**config.mk**
```make
export PLATFORM = sky130hd
export DESIGN_NAME = decoder_scan_sequencer
export DESIGN_NICKNAME = d
export VERILOG_FILES = /design/src/rtl/decoder_scan_pkg.sv /design/src/rtl/decoder_scan_sequencer_next_chan.sv /design/src/rtl/decoder_scan_sequencer.sv
export SDC_FILE = /design/constraint.sdc
export NUM_CORES = 1
export LEC_CHECK = 0
export ABC_AREA = 1
export CAP_MARGIN = 20
export CORE_MARGIN = 2
export CORE_UTILIZATION = 40
export CTS_BUF_LIST = sky130_fd_sc_hd__clkbuf_2
export CTS_CLUSTER_SIZE = 8
export DETAILED_ROUTE_END_ITERATION = 8
export SYNTH_ARGS = -nofsm -noshare
export SYNTH_HDL_FRONTEND = slang
export SYNTH_HIERARCHICAL = 1
export SYNTH_SLANG_ARGS = --single-unit
```
**constraint.sdc**
```tcl
create_clock -name clk -period 2.1 [get_ports clk]
set_clock_uncertainty 0.2 [all_clocks]
set_input_delay 0.63 -clock clk [delete_from_list [all_inputs] [get_ports clk]]
set_output_delay 0.63 -clock clk [all_outputs]
set_load 0.05 [all_outputs]
```
**src/rtl/decoder_scan_pkg.sv**
```systemverilog
// rtl/decoder_scan_pkg.sv - shared types, sizes and reset values for the decoder scan sequencer
package decoder_scan_pkg;

   localparam int NUM_CHAN = 8;
   localparam int CHAN_W   = 3;

`ifdef SCAN_GAP_EN
   typedef enum logic [1:0] {
      ST_IDLE  = 2'd0,
      ST_DWELL = 2'd1,
      ST_GAP   = 2'd2
   } scan_state_e;
`else
   typedef enum logic [1:0] {
      ST_IDLE  = 2'd0,
      ST_DWELL = 2'd1
   } scan_state_e;
`endif

   localparam logic [CHAN_W-1:0] RST_SEL  = '0;
   localparam logic              RST_EN   = 1'b0;
   localparam logic              RST_BUSY = 1'b0;
   localparam logic              RST_DONE = 1'b0;
   localparam logic              RST_WRAP = 1'b0;

   // Index of the lowest set bit; 0 for an empty mask.
   function automatic logic [CHAN_W-1:0] first_set(input logic [NUM_CHAN-1:0] mask);
      logic [CHAN_W-1:0] idx;
      idx = '0;
      for (int i = NUM_CHAN - 1; i >= 0; i--) begin
         if (mask[i]) idx = CHAN_W'(i);
      end
      return idx;
   endfunction

endpackage

```
**src/rtl/decoder_scan_sequencer_next_chan.sv**
```systemverilog
// rtl/decoder_scan_sequencer_next_chan.sv - combinational next-channel lookup over the latched mask
module scan_next_chan
   import decoder_scan_pkg::*;
(
   input  logic [NUM_CHAN-1:0] mask_i,
   input  logic [CHAN_W-1:0]   cur_i,
   output logic [CHAN_W-1:0]   next_o,
   output logic                last_o,
   output logic [CHAN_W-1:0]   first_o
);

   always_comb begin
      first_o = first_set(mask_i);
      next_o  = first_o;
      last_o  = 1'b1;
      // Descending walk so the lowest set index above cur_i wins.
      for (int i = NUM_CHAN - 1; i >= 0; i--) begin
         if (mask_i[i] && (i > int'(cur_i))) begin
            next_o = CHAN_W'(i);
            last_o = 1'b0;
         end
      end
   end

endmodule

```
**src/rtl/decoder_scan_sequencer.sv**
```systemverilog
// rtl/decoder_scan_sequencer.sv - masked channel scan driving a 3-to-8 decoder's select/enable
// Optional SCAN_GAP_EN inserts a break-before-make GAP cycle between channels.
module decoder_scan_sequencer
   import decoder_scan_pkg::*;
#(
   parameter int DWELL_W = 8
) (
   input  logic                clk,
   input  logic                rst,
   input  logic                start,
   input  logic                stop,
   input  logic                continuous,
   input  logic [NUM_CHAN-1:0] chan_mask,
   input  logic [DWELL_W-1:0]  dwell,
   output logic                A,
   output logic                B,
   output logic                C,
   output logic                en,
   output logic                busy,
   output logic                done,
   output logic                wrap
);

   scan_state_e          state_q, state_d;
   logic [CHAN_W-1:0]    sel_q, sel_d;
   logic                 en_q, en_d;
   logic                 busy_q, busy_d;
   logic                 done_q, done_d;
   logic                 wrap_q, wrap_d;
   logic [DWELL_W-1:0]   cnt_q, cnt_d;
   logic [DWELL_W-1:0]   dwell_q, dwell_d;
   logic [NUM_CHAN-1:0]  mask_q, mask_d;
   logic                 cont_q, cont_d;
`ifdef SCAN_GAP_EN
   logic                 gap_wrap_q, gap_wrap_d;
`endif

   logic [CHAN_W-1:0]    next_idx;
   logic [CHAN_W-1:0]    first_idx;
   logic                 last_chan;

   scan_next_chan u_next_chan (
      .mask_i  (mask_q),
      .cur_i   (sel_q),
      .next_o  (next_idx),
      .last_o  (last_chan),
      .first_o (first_idx)
   );

   always_comb begin
      state_d = state_q;
      sel_d   = sel_q;
      en_d    = en_q;
      busy_d  = busy_q;
      done_d  = 1'b0;
      wrap_d  = 1'b0;
      cnt_d   = cnt_q;
      dwell_d = dwell_q;
      mask_d  = mask_q;
      cont_d  = cont_q;
`ifdef SCAN_GAP_EN
      gap_wrap_d = gap_wrap_q;
`endif

      // Abort wins over start and over a coincident pass end; select is frozen.
      if (stop) begin
         state_d = ST_IDLE;
         en_d    = 1'b0;
         busy_d  = 1'b0;
      end else begin
         case (state_q)
            ST_IDLE: begin
               if (start && (chan_mask != '0)) begin
                  state_d = ST_DWELL;
                  mask_d  = chan_mask;
                  dwell_d = dwell;
                  cont_d  = continuous;
                  sel_d   = first_set(chan_mask);
                  cnt_d   = '0;
                  en_d    = 1'b1;
                  busy_d  = 1'b1;
               end
            end
            ST_DWELL: begin
               if (cnt_q == dwell_q) begin
                  cnt_d = '0;
                  if (last_chan && !cont_q) begin
                     state_d = ST_IDLE;
                     en_d    = 1'b0;
                     busy_d  = 1'b0;
                     done_d  = 1'b1;
                  end else begin
                     sel_d = last_chan ? first_idx : next_idx;
`ifdef SCAN_GAP_EN
                     state_d    = ST_GAP;
                     en_d       = 1'b0;
                     gap_wrap_d = last_chan;
`else
                     wrap_d = last_chan;
`endif
                  end
               end else begin
                  cnt_d = cnt_q + DWELL_W'(1);
               end
            end
`ifdef SCAN_GAP_EN
            ST_GAP: begin
               // Select already settled during the gap; enable the new channel now.
               state_d = ST_DWELL;
               en_d    = 1'b1;
               wrap_d  = gap_wrap_q;
            end
`endif
            default: begin
               state_d = ST_IDLE;
               en_d    = 1'b0;
               busy_d  = 1'b0;
            end
         endcase
      end
   end

   always_ff @(posedge clk or posedge rst) begin
      if (rst) begin
         state_q <= ST_IDLE;
         sel_q   <= RST_SEL;
         en_q    <= RST_EN;
         busy_q  <= RST_BUSY;
         done_q  <= RST_DONE;
         wrap_q  <= RST_WRAP;
         cnt_q   <= '0;
         dwell_q <= '0;
         mask_q  <= '0;
         cont_q  <= 1'b0;
`ifdef SCAN_GAP_EN
         gap_wrap_q <= 1'b0;
`endif
      end else begin
         state_q <= state_d;
         sel_q   <= sel_d;
         en_q    <= en_d;
         busy_q  <= busy_d;
         done_q  <= done_d;
         wrap_q  <= wrap_d;
         cnt_q   <= cnt_d;
         dwell_q <= dwell_d;
         mask_q  <= mask_d;
         cont_q  <= cont_d;
`ifdef SCAN_GAP_EN
         gap_wrap_q <= gap_wrap_d;
`endif
      end
   end

   assign {A, B, C} = sel_q;
   assign en        = en_q;
   assign busy      = busy_q;
   assign done      = done_q;
   assign wrap      = wrap_q;

endmodule

```
## Word level (Yosys, flattened, before mapping)

Cells that the tools add are included.

| storage, ports and cells | value |
|---|---|
| input port bits | 21 |
| register bits after elaboration | 33 |
| output and inout port bits | 7 |
| word-level logic and storage cells | 99 |

| cells by class | value |
|---|---|
| reductions and logical operators | 17 |
| multiplexer cells | 56 |
| equality and inequality tests | 8 |
| order comparisons | 7 |
| add/sub/neg operators | 1 |
| bitwise operators | 1 |

Operator list:

| cell | count |
|---|---|
| $mux 3 | 27 |
| $mux 1 | 19 |
| $mux 8 | 2 |
| $pmux 8 s2 | 1 |
| $gt 3x3->1 const A | 4 |
| $logic_and 1x1->1 | 9 |
| $ne 3x3->1 const B | 3 |
| $reduce_and 3->1 | 3 |
| $add 8x1->8 const B | 1 |
| $eq 8x8->1 | 1 |
| $mux 2 | 4 |
| $reduce_bool 8->1 | 1 |
| $gt 2x3->1 const A | 2 |
| $ne 2x2->1 const B | 3 |
| $pmux 3 s2 | 1 |
| $reduce_and 5->1 | 1 |
| $pmux 2 s2 | 1 |
| $gt 1x3->1 const A | 1 |
| $eq 2x1->1 const B | 1 |
| $logic_not 2->1 | 1 |
| $pmux 1 s2 | 1 |
| $reduce_bool 2->1 | 1 |
| $logic_not 1->1 | 1 |
| $not 1->1 | 1 |

## Depth between registers and ports, before layout

Gate-level depths: netlist (run 1).

| logic depth | value |
|---|---|
| depth in word-level cells | 19 |
| mapped depth | 21 |
| gate-level depth less buffers | 21 |

## Modules after synthesis

The synthesis (run 1) kept the hierarchy.

Modules (own cells, without submodules):

| module | area an instance (um^2) | cells an instance | times used |
|---|---|---|---|
| decoder_scan_sequencer | 1778.0 | 224 | 1 |
| scan_next_chan | 229.0 | 53 | 1 |

## Least setup slack after synthesis (run 1)

OpenSTA, ideal clock, no wires.

| timing path | value |
|---|---|
| kind | flip-flop to flip-flop |
| start point | register sel_q[2] |
| end point | register sel_q[0] |
| stages on the path, launching flop included | 13 |
| arrival | 2.004 ns |
| period minus slack after synthesis | 2.270 ns |
| slack | -0.170 ns |
| required time | 1.834 ns |
| path buffers | 0 |
| cells stage by stage | dfrtp_1 inv_1 o211ai_1 nand2_1 clkinv_1 nand3_1 nor2_1 inv_1 o21ai_0 nand2_1 nand2_2 nand2_1 nand2_1 |

| between the ends | value |
|---|---|
| word-level cells in the longest chain between the ends | 13 |
| elaborated cells between the ends (all ways) | 35 |
| those cells by class | order compare (7); eq/ne (1); mux (18); reduce/logical (9) |

RTL lines:

| item | RTL line | RTL |
|---|---|---|
| start: declaration | decoder_scan_sequencer.sv:25 | `logic [CHAN_W-1:0] sel_q, sel_d;` |
| start signal: assignment | decoder_scan_sequencer.sv:140 | `sel_q <= sel_d;` |
| $gt 3x3->1 | decoder_scan_sequencer_next_chan.sv:18 | `if (mask_i[i] && (i > int'(cur_i))) begin` |
| $logic_and 1x1->1 | decoder_scan_sequencer_next_chan.sv:18 |  |
| $mux 1 (6 in series) | decoder_scan_sequencer_next_chan.sv:18 |  |
| $mux 1 * | decoder_scan_sequencer_next_chan.sv:18 |  |
| named net last_chan | decoder_scan_sequencer.sv:40 | `logic last_chan;` |
| $mux 3 | decoder_scan_sequencer.sv:93 | `sel_d = last_chan ? first_idx : next_idx;` |
| $mux 3 | decoder_scan_sequencer.sv:87 | `if (last_chan && !cont_q) begin` |
| $mux 3 | decoder_scan_sequencer.sv:85 | `if (cnt_q == dwell_q) begin` |
| $pmux 3 s2 | decoder_scan_sequencer.sv:71 | `case (state_q)` |

Mark *: on every way through the listed nets, which the timed path passes. The rest lies on a longest branch. The select of a mux whose other input is x is not followed.
A chain may end at the register's enable or synchronous reset.

==> impl_metrics.json, run 1 <==
{
  "syn_inst": 277,
  "synthDistinctLibCells": 33,
  "insertion_delay_ns": 0.37,
  "crit_fanout": 9,
  "worst-setup-path-type": "reg2out",
  "syn_area_per_cell_um2": 7.25,
  "timing.critical_path.buf_inv": 1,
  "synth_top_cell_by_area": "dfrtp_1",
  "ioPinCount": 28,
  "hpwl_um": 3180,
  "dr.pass1.iters": 4,
  "wire_per_inst_um": 10.5,
  "maxCapViolCount": 0,
  "ys_seq_area_share_pct": 38.7,
  "nets": 341,
  "power_density_nw_per_um2": 759,
  "via_per_inst": 4.50,
  "min_period_ns": 2.00,
  "synth_warnings": 6,
  "startpoint_type": "register",
  "outcome": "finished, final reports clean",
  "drc_errors": 0,
  "hold_path_class": "reg2reg",
  "max_freq_ghz": 0.500,
  "htree_levels": 2,
  "crit_chain": "buf_12",
  "drv_slew": 0,
  "areaGrowthSynthToFinish_pct": 25.3,
  "core_area_um2": 4790,
  "start_util_pct": 41.9,
  "synth-edff-count": 0,
  "dp_slack_ns": -0.117,
  "grt_max_degree": 32,
  "grt_pass1_vias": 1462,
  "cts_buffers": 5,
  "setup_violations": 0,
  "slowest_stage": "dfrtp_1",
  "fp-row-count": 25,
  "rsz0062_at_grt": "false",
  "required_ns": 1.27,
  "cts_tree": "yes",
  "max_slew_margin_pct": 71.2,
  "finalCritPeriodShare_pct": 95.2,
  "grt_usage_pct": 16.1,
  "synthTopCellsByArea": "dfrtp_1, nand2_1, inv_1",
  "antenna_found_initial": 0,
  "fp.dieW_um": 74.8,
  "antenna_left": 0,
  "antennaDiodeCount": 0,
  "die_h_um": 74.8,
  "numPortBuffers": 27,
  "syn_area_um2": 2010,
  "cts_max_path_buffers": 2,
  "cts_sinks": 31,
  "worstMarginPinSlew_ns": 0.432,
  "gr-total-overflow": 0,
  "arrival_ns": 1.17,
  "drtIter0Drc": 81,
  "ff2ff_setup_slack_ns": 0.16,
  "synth_ff_type": "dfrtp_1",
  "grt_pass1_wl_um": 6750,
  "max-vdd-ir-drop_uv": 362,
  "routed_wl_um": 4070,
  "synth_top_area_share_pct": 38.7,
  "slowest_delay_ns": 0.63,
  "layout_setup_ws_ns": 0.101,
  "dieArea_um2": 5600,
  "fin_util_pct": 52.5,
  "async_flop_share_pct": 100,
  "root_buffer": "clkbuf_2",
  "num_vias": 1738,
  "cp_top_family": "flip-flops",
  "worst_setup_path_end_kind": "primary output",
  "hold_buffers": 0,
  "syn-num-nets": 299,
  "clk_pin_slew_ns": 0.15,
  "drive_gt1_share_pct": 20.7,
  "leakage_nw": 1.28,
  "synth_seq_cells": 31,
  "finalHoldViolations": 0,
  "gp_congestion": 0.819
}
cell usage after synthesis, types with 3 or more instances:
cell type / count
xnor2_1: 6
nand3_2: 8
xor2_1: 3
o21ai_0: 13
inv_2: 5
o21ai_1: 6
nand2_1: 98
nand3_1: 14
nand2_2: 5
inv_1: 37
o21ai_2: 6
dfrtp_1: 31
buf_2: 4
nor2_1: 18
layout by cell type, fill, tap and decap left out, types with 2 or more instances in the layout:
cell type and instances:
dfrtp_1 28, xor2_1 3, buf_4 18, nand2_2 6
inv_1 37, nand3_1 14, clkbuf_2 5, o21ai_1 7
o21ai_2 7, xnor2_1 6, nor2_1 17, a31oi_1 2
nand2_1 97, clkinv_1 2, nand3_2 8, o21ai_0 11
dfrtp_2 3, buf_12 6, clkdlybuf4s50_1 20, nor2_2 3
inv_2 5
final timing paths:
| check | end | cells after the start | start |
|---|---|---|---|
| max in group asynchronous | sel_q[0]$_DFFE_PP0P_ | 3 | rst |
| hold reg to reg | dwell_q[6]$_DFFE_PP0P_ | 2 | dwell_q[6]$_DFFE_PP0P_ |
| hold / removal | dwell_q[6]$_DFFE_PP0P_ | 2 | dwell_q[6]$_DFFE_PP0P_ |
| setup reg to reg | sel_q[1]$_DFFE_PP0P_ | 13 | sel_q[2]$_DFFE_PP0P_ |
| min in group asynchronous | dwell_q[5]$_DFFE_PP0P_ | 3 | rst |
| setup / recovery | en | 1 | busy$_DFFE_PP0P_ |
layout make-up:
type	count	area, um^2
clock buffer	5	25.0
clock inverter	2	8.76
fill	465	2270
inverter	43	161
multi-input combinational	194	1000
sequential	31	779
tap	67	83.8
timing repair buffer	44	455
metal layers:
metal | up-vias | track usage, % | part of all wire [%]
met3 | 6 | 4.15 | 3.8
li1 | 940 | - | -
met2 | 34 | 22.2 | 41
met4 | 0 | 5.95 | 1.5
met5 | - | 0 | 0
met1 | 758 | 24.0 | 54
cell families (layout without fill, tap and decap cells):
| kind of cell | after synthesis | in the layout | synth area share, % |
|---|---|---|---|
| simple gates | 152 | 152 | 35.0 |
| xor+xnor | 9 | 9 | 3.93 |
| buf+inv | 52 | 94 | 11.9 |
| compound gates | 31 | 31 | 9.41 |
| fa+ha+maj | 1 | 1 | 0.623 |
| mux | 1 | 1 | 0.499 |
| flops | 31 | 31 | 38.7 |
state kept, by name, indices dropped and copies added (netlist names):
name	count
cnt_q	8
dwell_q	8
mask_q	8
sel_q	3
busy	1
cont_q	1
done	1
wrap	1
what timing repair did:
action / in CTS / in global routing
gates resized for setup: 0 / 5
endpoints found under the setup margin: 0 / 3
hold endpoints to repair: 0 / 0
setup buffers: 0 / 1
stage by stage:
| step | cell area [um^2] | setup TNS, ns | power [W] | cells | hold WS [ns] |
|---|---|---|---|---|---|
| after floorplan | 2010 | 0 | 0.00134 | 277 | 0.269 |
| after global placement | 2460 | -0.996 | 0.00163 | 378 | 0.288 |
| after detailed placement | 2460 | -1.07 | 0.00164 | 378 | 0.295 |
| after CTS | 2500 | 0 | 0.00191 | 385 | 0.331 |
| after global routing | 2510 | 0 | 0.00206 | 386 | 0.341 |
| final | 2510 | 0 | 0.00191 | 386 | 0.322 |
where the power goes:
part	internal, W	switching, W	leakage (nW)
Clock	0.0000703	0.000195	0.0262
Sequential	0.000697	0.000121	0.395
Combinational	0.000371	0.000454	0.855
Total	0.00114	0.000770	1.28
Note: power is estimated with default switching activity, not from simulation.
==> run 2, diff against run 1 <==
--- a/config.mk
+++ b/config.mk
@@ -9,10 +9,9 @@
 export CAP_MARGIN = 20
 export CORE_MARGIN = 2
 export CORE_UTILIZATION = 40
-export CTS_BUF_LIST = sky130_fd_sc_hd__clkbuf_2
+export CTS_BUF_LIST = sky130_fd_sc_hd__clkbuf_4
 export CTS_CLUSTER_SIZE = 8
 export DETAILED_ROUTE_END_ITERATION = 8
 export SYNTH_ARGS = -nofsm -noshare
 export SYNTH_HDL_FRONTEND = slang
-export SYNTH_HIERARCHICAL = 1
 export SYNTH_SLANG_ARGS = --single-unit
==> run 2 against run 1 <==
Compared with the run above: setup slack worse by 0.017 ns; count of clock-buffer cells in the layout is the same; synthesized cell count is 16% lower; non-clock buffer count did not move; global-route usage is 1.9 points higher; clock power grew 73%; die area decreased by 11%; fmax fell by 0.82%; wire length grew 0.93%; sequential share of layout area is 1.9 points higher; first-iteration DRC count rose by 16%; core utilization up 2.3 points; critical endpoint is now cnt_q[7]$_DFFE_PP0P_; largest power group is now sequential cells.
==> impl_metrics.json, run 2 <==
{
  "worstMarginPinSlew_ns": 0.398,
  "required_ns": 2.14,
  "mostFrequentLayoutCells": "nand2_1, dfrtp_1, inv_1",
  "layout_setup_ws_ns": 0.0844,
  "synthDistinctLibCells": 32,
  "grt_usage_pct": 18.0,
  "num_vias": 1599,
  "numPortBuffers": 27,
  "synth_seq_cells": 31,
  "leakage_nw": 1.18,
  "grt_pass1_vias": 1535,
  "outcome": "finished, final reports clean",
  "dr.pass1.iters": 4,
  "nets": 302,
  "synth_warnings": 0,
  "core_area_um2": 4290,
  "synth_ff_type": "dfrtp_1",
  "finalHoldViolations": 0,
  "cp_top_family": "simple AND/OR/NAND/NOR gates",
  "drive_gt1_share_pct": 21.0,
  "p_switching_w": 0.000765,
  "crit_chain": "clkdlybuf4s50_1, inv_1, nor2_1, nand2_2, nand2_4, inv_2, nor2_2, nand2_2, nor2_2, nand3_1, nand2_1, nor2_1",
  "setup_violations": 0,
  "yosysMostFrequentCell": "nand2_1",
  "tns_ns": 0,
  "synth_compound_area_share_pct": 10.7,
  "final_common_cell": "nand2_1",
  "slowest_delay_ns": 0.46,
  "syn_inst": 234,
  "areaGrowthSynthToFinish_pct": 33.1,
  "root_buffer": "clkbuf_4",
  "p_comb_share_pct": 38.4,
  "synth_xor_area_share_pct": 1.98,
  "antenna_left": 0,
  "syn-num-nets": 256,
  "clk_pin_slew_ns": 0.11,
  "startpoint_type": "input pin",
  "drv_slew": 0,
  "wire_per_inst_um": 12.3,
  "antennaDiodeCount": 0,
  "async_flop_share_pct": 100,
  "power_density_nw_per_um2": 865,
  "grt_pass1_wl_um": 7040,
  "finalCritPeriodShare_pct": 96.0,
  "min_period_ns": 2.02,
  "max-vdd-ir-drop_uv": 398,
  "hpwl_um": 3180,
  "worst-setup-path-type": "in2reg",
  "cts_buffers": 5,
  "synthTopCellsByArea": "dfrtp_1, nand2_1, inv_1",
  "timing.critical_path.buf_inv": 3,
  "hold_path_class": "reg2reg",
  "fin_util_pct": 54.9,
  "start_util_pct": 41.2,
  "grt_max_degree": 32,
  "finalNonFillerCells": 333,
  "arrival_ns": 2.06,
  "crit_fanout": 5,
  "syn_area_per_cell_um2": 7.57,
  "fp.dieW_um": 70.5,
  "htree_levels": 2,
  "die_h_um": 70.5,
  "p_sw_share_pct": 37.5,
  "dieArea_um2": 4970,
  "maxCapViolCount": 0,
  "slowest_stage": "clkdlybuf4s50_1",
  "yosys-top-cells-count": "nand2_1, dfrtp_1, inv_1",
  "synth_top_area_share_pct": 43.8,
  "yosys-mux-area-fraction_pct": 0,
  "max_slew_margin_pct": 73.4,
  "ys_seq_area_share_pct": 43.8,
  "total_power_w": 0.00204,
  "synthSimpleGateAreaFrac_pct": 34.0,
  "cts_max_path_buffers": 2,
  "syn_area_um2": 1770,
  "drtIter0Drc": 94,
  "pwr-share-clk_pct": 22.6,
  "synth-edff-count": 0,
  "max_freq_ghz": 0.496,
  "synth_top_cell_by_area": "dfrtp_1",
  "fp-row-count": 24,
  "synth_top_family_by_area": "simple AND/OR/NAND/NOR gates",
  "routed_wl_um": 4110,
  "worst_setup_path_end_kind": "register",
  "insertion_delay_ns": 0.34,
  "cts_sinks": 31,
  "via_per_inst": 4.80,
  "drc_errors": 0,
  "pwr-share-seq_pct": 39.0,
  "cts_tree": "yes",
  "ioPinCount": 28,
  "gp_congestion": 0.888,
  "intPower_w": 0.00127,
  "fill_cells": 426,
  "gr-total-overflow": 0,
  "synthAdderAreaFrac_pct": 0.707,
  "dp_slack_ns": -0.346,
  "dp_cells": 325,
  "top_regs": "cnt_q (8), dwell_q (8), mask_q (8)",
  "antenna_found_initial": 0
}
==> run 2: cell types whose count changed after synthesis, moves of 4 or more <==
cell     change
a21oi_1      +8
inv_1        -8
nand2_1     -25
nand3_1      -7
nand3_2      -5
nand4_1      +5
nor2_1       -6
o21ai_0      +6
o21ai_1      -4
o21ai_2      -6
xnor2_1      -6
==> run 2: timing repair <==
| action | 4_1_cts | 5_1_grt |
|---|---|---|
| hold buffers | 0 | 0 |
| gates resized for setup | 0 | 5 |
| endpoints found under the setup margin | 0 | 22 |
| buffers inserted | 0 | 0 |
==> run 2: kinds of logic after synthesis <==
group / after synthesis
compound gates: 35
xor+xnor: 4
fa+ha+maj: 1
buf+inv: 39
flops: 31
simple gates: 124
==> run 2: power by group through the flow <==
stage	logic (W)	clock network [W]	registers [W]
finish	0.000783	0.000460	0.000794
global route	0.000870	0.000496	0.000810
CTS	0.000787	0.000478	0.000795
detailed placement	0.000783	0	0.000807
global placement	0.000777	0	0.000803
floorplan	0.000416	0	0.000862
==> run 2: area by class of cell <==
cell class                      count  area, um^2  area share, %
Clock inverter                      3        38.8           1.65
Sequential cell                    31         776           32.9
Timing Repair Buffer               44         463           19.6
Tap cell                           52        65.1           2.76
Inverter                           34         130           5.52
Clock buffer                        5        37.5           1.59
Multi-Input combinational cell    164         846           35.9
==> run 2: worst min-delay path: stages, from the launching register on <==
cell and delay, ns:
dfrtp_1 0.37, nand2_1 0.06, nand2_1 0.05
==> run 2: final timing paths <==
kind	to	startpoint	depth (start not counted)	slack (ns)
max	cnt_q[7]$_DFFE_PP0P_	start	12	0.08
min	dwell_q[0]$_DFFE_PP0P_	dwell_q[0]$_DFFE_PP0P_	2	0.30
max reg2reg	sel_q[0]$_DFFE_PP0P_	sel_q[2]$_DFFE_PP0P_	11	0.24
min reg2reg	dwell_q[0]$_DFFE_PP0P_	dwell_q[0]$_DFFE_PP0P_	2	0.30
max in group asynchronous	mask_q[0]$_DFFE_PP0P_	rst	3	0.94
min in group asynchronous	cont_q$_DFFE_PP0P_	rst	3	0.47
==> run 2: through the flow <==
stage	cell area, um^2	hold WS (ns)
after detailed placement	2270	0.284
after CTS	2340	0.308
after floorplan	1770	0.261
final	2360	0.300
after global routing	2360	0.335
after global placement	2270	0.281
==> run 2: metal layers <==
| metal | GRT usage (%) | vias to the layer above | share of wire (%) |
|---|---|---|---|
| li1 | - | 836 | - |
| met1 | 26.1 | 718 | 52 |
| met2 | 26.2 | 40 | 42 |
| met3 | 3.85 | 5 | 4.4 |
| met4 | 7.55 | 0 | 1.3 |
| met5 | 0 | - | 0 |
